$ cat src/rtl/pipe_pkg.sv
// pipe_pkg: shared constants and helpers for the elastic pipeline register.
// Holds the stage-count upper bound and the COUNT width helper.
package pipe_pkg;

  localparam int MAX_DEPTH = 8;

  // Bits needed to represent 0..depth valid stages.
  function automatic int cnt_w(input int depth);
    return $clog2(depth + 1);
  endfunction

endpackage

$ cat src/rtl/pipe_stage.sv
// pipe_stage: one pipeline slot (data register + valid bit).
// Ports: clk, rst, flush, adv (load enable), din/vin (upstream), dout/vout.
module pipe_stage #(
  parameter int                WIDTH       = 32,
  parameter logic [WIDTH-1:0]  RESET_VALUE = '0
) (
  input  logic             clk,
  input  logic             rst,
  input  logic             flush,
  input  logic             adv,
  input  logic [WIDTH-1:0] din,
  input  logic             vin,
  output logic [WIDTH-1:0] dout,
  output logic             vout
);

  // Flush only drops the valid bit; the data register keeps its value.
  always_ff @(posedge clk) begin
    if (rst) begin
      dout <= RESET_VALUE;
      vout <= 1'b0;
    end else if (flush) begin
      vout <= 1'b0;
    end else if (adv) begin
      dout <= din;
      vout <= vin;
    end
  end

endmodule

$ cat src/rtl/pipe_reg.sv
// pipe_reg: DEPTH-stage valid/ready pipeline with bubble collapse.
// Ports: CLOCK, RESET, FLUSH, IN_VALID/IN_READY/D, OUT_VALID/OUT_READY/Q, COUNT.
module pipe_reg
  import pipe_pkg::*;
#(
  parameter int               WIDTH       = 32,
  parameter int               DEPTH       = 3,
  parameter logic [WIDTH-1:0] RESET_VALUE = '0
) (
  input  logic                       CLOCK,
  input  logic                       RESET,
  input  logic                       FLUSH,
  input  logic                       IN_VALID,
  output logic                       IN_READY,
  input  logic [WIDTH-1:0]           D,
  output logic                       OUT_VALID,
  input  logic                       OUT_READY,
  output logic [WIDTH-1:0]           Q,
  output logic [$clog2(DEPTH+1)-1:0] COUNT
);

  localparam int CW = cnt_w(DEPTH);

  if (DEPTH < 1 || DEPTH > MAX_DEPTH) begin : g_bad_depth
    $error("pipe_reg: DEPTH out of range 1..8");
  end

  logic [DEPTH:0]   adv;
  logic [DEPTH-1:0] vld;
  logic [DEPTH-1:0] vin;
  logic [DEPTH-1:0] nv;
  logic [WIDTH-1:0] dat [DEPTH];
  logic [WIDTH-1:0] din [DEPTH];
  logic [CW-1:0]    pop;
  logic [CW-1:0]    cnt_q;

  // A stage advances when it is empty or its
  // successor advances; the tail sees OUT_READY.
  // nv is each stage's valid bit after the edge.
  always_comb begin
    adv        = '0;
    vin        = '0;
    nv         = '0;
    pop        = '0;
    adv[DEPTH] = OUT_READY;
    for (int k = DEPTH - 1; k >= 0; k--) begin
      adv[k] = !vld[k] | adv[k+1];
    end
    for (int k = 0; k < DEPTH; k++) begin
      if (k == 0) begin
        vin[k] = IN_VALID;
        din[k] = D;
      end else begin
        vin[k] = vld[k-1];
        din[k] = dat[k-1];
      end
      nv[k] = !FLUSH & (adv[k] ? vin[k] : vld[k]);
      pop   = pop + CW'(nv[k]);
    end
  end

  for (genvar k = 0; k < DEPTH; k++) begin : g_stage
    pipe_stage #(
      .WIDTH       (WIDTH),
      .RESET_VALUE (RESET_VALUE)
    ) u_stage (
      .clk   (CLOCK),
      .rst   (RESET),
      .flush (FLUSH),
      .adv   (adv[k]),
      .din   (din[k]),
      .vin   (vin[k]),
      .dout  (dat[k]),
      .vout  (vld[k])
    );
  end

  always_ff @(posedge CLOCK) begin
    if (RESET) cnt_q <= '0;
    else       cnt_q <= pop;
  end

  assign IN_READY  = adv[0];
  assign OUT_VALID = vld[DEPTH-1];
  assign Q         = dat[DEPTH-1];
  assign COUNT     = cnt_q;

endmodule

$ cat config.mk
export PLATFORM = sky130hd
export DESIGN_NAME = pipe_reg
export DESIGN_NICKNAME = d
export VERILOG_FILES = /design/src/rtl/pipe_pkg.sv /design/src/rtl/pipe_stage.sv /design/src/rtl/pipe_reg.sv
export SDC_FILE = /design/constraint.sdc
export NUM_CORES = 1
export LEC_CHECK = 0
export BUFFER_PORTS_ARGS = -buffer_cell sky130_fd_sc_hd__buf_2
export CORE_UTILIZATION = 55
export CTS_CLUSTER_DIAMETER = 30
export CTS_CLUSTER_SIZE = 30
export DETAILED_ROUTE_END_ITERATION = 10
export PLACE_DENSITY = 0.81
export SETUP_SLACK_MARGIN = 0.2
export SYNTH_ARGS = -nofsm -noshare
export SYNTH_HDL_FRONTEND = slang
export SYNTH_SLANG_ARGS = --single-unit
$ cat constraint.sdc
create_clock -name CLOCK -period 2 [get_ports CLOCK]
set_clock_uncertainty 0.2 [all_clocks]
set_input_delay 0.2 -clock CLOCK [delete_from_list [all_inputs] [get_ports CLOCK]]
set_output_delay 0.2 -clock CLOCK [all_outputs]
set_load 0.02 [all_outputs]
==> results.txt <==
----------------------------------------------------
[Status]
  Status ... completed

[Cells and area]
  Share of the core filled with cells ... 0.663
  Area of the multi-input gates ... roughly 0.0019 sq mm
  Synth-to-Final Area Change ... 16.9%
  Fillers ... ~630
  Reg area ... 0.00203 sq mm
  Count of antenna diodes in the layout ... 0
  NumNets Final ... between 500 and 600
  Layout cells sized above 1 ... 0.215

[CTS]
  Number of buffers between clock root and the deepest sink ... 2
  Clock Pin Slew Worst Setup and Hold Paths ... ~90 ps
  Num Clock Sinks ... around 100
  Cell at the root of the clock tree ... sky130_fd_sc_hd__clkbuf_8
  Deepest level of the CTS H-tree ... 3
  Clock tree from TritonCTS ... built
  Total clock buffers created by CTS ... 9
  Clock latency of the later-clocked register in the worst-skew pair ... 360 ps

[Power]
  Total design power ... 4.01 mW
  Total power divided by cell area ... between 700 and 800 mW/mm^2
  Leakage component of the power ... ~2.2 nW
  Worst vdd ir ... 0.395 mV

[Synthesis]
  Yosys warnings ... 0
  Mapped cell area ... 0.00436 sq mm
  Fraction of synthesis flops using an asynchronous set or reset pin ... 0
  Synthesis-stage register bit count ... roughly 100
  Commonest cells in the synthesized netlist ... sky130_fd_sc_hd__dfxtp_1, sky130_fd_sc_hd__nand2b_1, sky130_fd_sc_hd__mux2i_1
  Post-synthesis sequential area ratio ... 0.464
  Net count of the mapped netlist ... approximately 480
  Average cell area after synthesis ... 9.82 sq um
  Cell type contributing the most total cell area after synthesis ... sky130_fd_sc_hd__dfxtp_1
  Most frequent cell after synthesis ... sky130_fd_sc_hd__dfxtp_1
  Synthesized instance count ... between 400 and 500
  Share of the synthesized area in the top cell type ... 0.464
  Unique cell type count in the Yosys netlist ... 21
  Leading post-synthesis cells by cell area ... sky130_fd_sc_hd__dfxtp_1, sky130_fd_sc_hd__mux2i_1, sky130_fd_sc_hd__nand2b_1
  Post-synth EDFFs ... 0
  Dominant register cell in the synthesized netlist ... sky130_fd_sc_hd__dfxtp_1

[Placed design]
  Number of port buffers ... 72
  Routability congestion estimate from global placement ... roughly 0.79
  Post-detail-place hpwl ... around 5200 um

[Route]
  Vias after detailed routing ... between 3000 and 4000
  Number of detailed-routing iterations run before antenna repair ... 4
  Violation count after the first detailed-routing iteration ... about 110
  Number of vias per cell after detailed routing ... roughly 5.0
  DR WL/cell ... ~14 um
  Antenna-violating nets left ... 0
  Wire length after detailed routing ... about 8400 um
  Post-route DRC violation count ... 0

[STA]
  Achievable clock frequency ... slightly below 0.6 GHz
  RSZ-0062 raised after global routing ... yes
  Number of pins exceeding their max-slew limit in the final report ... 0
  Hold Fails Final Rpt ... 0
  Transition time at the pin with the least slew margin ... 586 ps
  Total negative setup slack ... 0 ps
  Final critical path time including I/O delays and setup ... approximately 1700 ps
  Headroom to the max-slew limit ... 0.609
  Final worst path period share ... 0.865
  Number of failing setup endpoints in the final timing report ... 0

[Setup path]
  CP top delay family ... simple AND/OR/NAND/NOR gates
  CP cell instances ... nor2b_4 -> buf_4 -> nor2_4 -> nor2_2 -> fa_1 -> nor2b_1
  Startpoint of the worst register-to-register path ... g_stage[2].u_stage.vout
  Crit Path Max Fanout ... 7
  Kind of end point of the critical path ... register
  Class of the most critical setup path ... reg2reg
  Cell at the slowest stage of the critical path ... sky130_fd_sc_hd__fa_1
  Cell count of the worst reg-to-reg path ... 6
  Worst Setup Start Kind ... register
  Delay contributed by the slowest stage of the critical path ... 430 ps
  Arrival time of the worst setup path ... approximately 1800 ps
  Total number of cells along the worst setup path ... 6
  CP required ... 2060 ps
  Timing startpoint of the critical path ... g_stage[2].u_stage.vout
  Bufs and invs on worst path ... 1

[Hold path]
  Hold wc startpoint ... FLUSH
  Tightest Hold Check Type ... in2reg
  Hold-critical path depth ... 2

[Global route]
  Number of global-route vias before repair ... 2946
  First-pass GRT wire length ... roughly 14000 um
  Largest net degree at the start of global routing ... a little over 50
  Tot GR Track Use ... 0.208
  Antenna violations before repair ... 0
  Overflow after GRT ... 0

[Die]
  Initial cell density of the core ... 0.567
  Count of boundary I/O pins ... 73
  Height of the die ... roughly 91 um
  Floorplan core area ... approximately 0.0077 sq mm
  Area enclosed by the die boundary ... between 0.008 and 0.009 sq mm
  Placement Rows ... 32
  Horizontal die dimension ... 91.1 um

[Run]
  Maximum Capacitance Violations ... 0

----------------------------------------------------
[metrics by stage]
step	cell area [sq um]	worst slack, ps	hold slack, ps	cells
finish	5100	270	43.2	614
global route	5100	187	55.6	614
CTS	5080	204	4.63	612
detailed placement	4520	213	257	563
global placement	4520	245	252	563
floorplan	4380	152	156	444
[layout by cell type, fill, tap and decap left out, drive strengths merged]
cell         netlist  routed
dlygate4sd3        0      33
a21o               1       1
nand3             33      33
dfxtp            101     101
fa                 1       1
a21oi             34      34
o21ai             32      32
a31oi              2       2
nor2b              3       3
clkbuf            11      10
clkinv             0       2
inv                1       2
buf               57      87
nor3               3       3
bufinv             0       3
nor2               4       4
nand2b            97      97
mux2i             64      64
[where the power goes]
group	switching, mW	leakage, nW	internal [mW]	total (mW)
Combinational	0.181	1.22	0.194	0.375
Clock	0.688	0.121	0.833	1.52
Sequential	0.0301	0.825	2.08	2.11
Total	0.899	2.16	3.11	4.01
[sequential cells by signal (all words and copies together) (netlist names)]
signal and cells:
COUNT 2, g_stage.u_stage.dout 96, g_stage.u_stage.vout 3
[cell families after synthesis]
| family | synth area share |
|---|---|
| buffers and inverters | 0.109 |
| DFF | 0.464 |
| adders and majority gates | 0.00459 |
| AOI/OAI and AO/OA | 0.0863 |
| and+or+nand+nor | 0.190 |
| muxes | 0.147 |
[layer usage]
metal | routed length (um) | global-route usage | vias to the layer above
met3 | 293 | 0.0486 | 14
met1 | 4080 | 0.275 | 1432
li1 | - | - | 1586
met4 | 131 | 0.0939 | 0
met2 | 3880 | 0.324 | 59
met5 | 0 | 0 | -
[path summary, 6_finish.rpt]
| kind | to | slack [ps] |
|---|---|---|
| setup reg to reg | COUNT[0] | 270 |
| setup / recovery | COUNT[0] | 270 |
| hold reg to reg | g_stage[2].u_stage.dout[1] | 270 |
| hold / removal | g_stage[2].u_stage.vout | 40 |
[worst reg2reg max path: stages (launching register included)]
cell and delay [ps]:
sky130_fd_sc_hd__dfxtp_4 360, sky130_fd_sc_hd__nor2b_4 200, sky130_fd_sc_hd__buf_4 150, sky130_fd_sc_hd__nor2_4 30, sky130_fd_sc_hd__nor2_2 130, sky130_fd_sc_hd__fa_1 430
sky130_fd_sc_hd__nor2b_1 140
[repair_timing]
action,CTS,global route
setup endpoints to repair,0,7
setup buffers,0,2
hold buffers,33,0
endpoints found under the hold margin,33,0
resized for setup,0,1
[final cells by class]
cell class / count / area share
timing repair buffer: 120 / 0.162
clock buffer: 10 / 0.0250
multi-input combinational: 274 / 0.368
sequential: 101 / 0.397
tap: 102 / 0.0250
clock inverter: 6 / 0.0216
inverter: 1 / 0.000736
(Power assumes the default switching activity.)
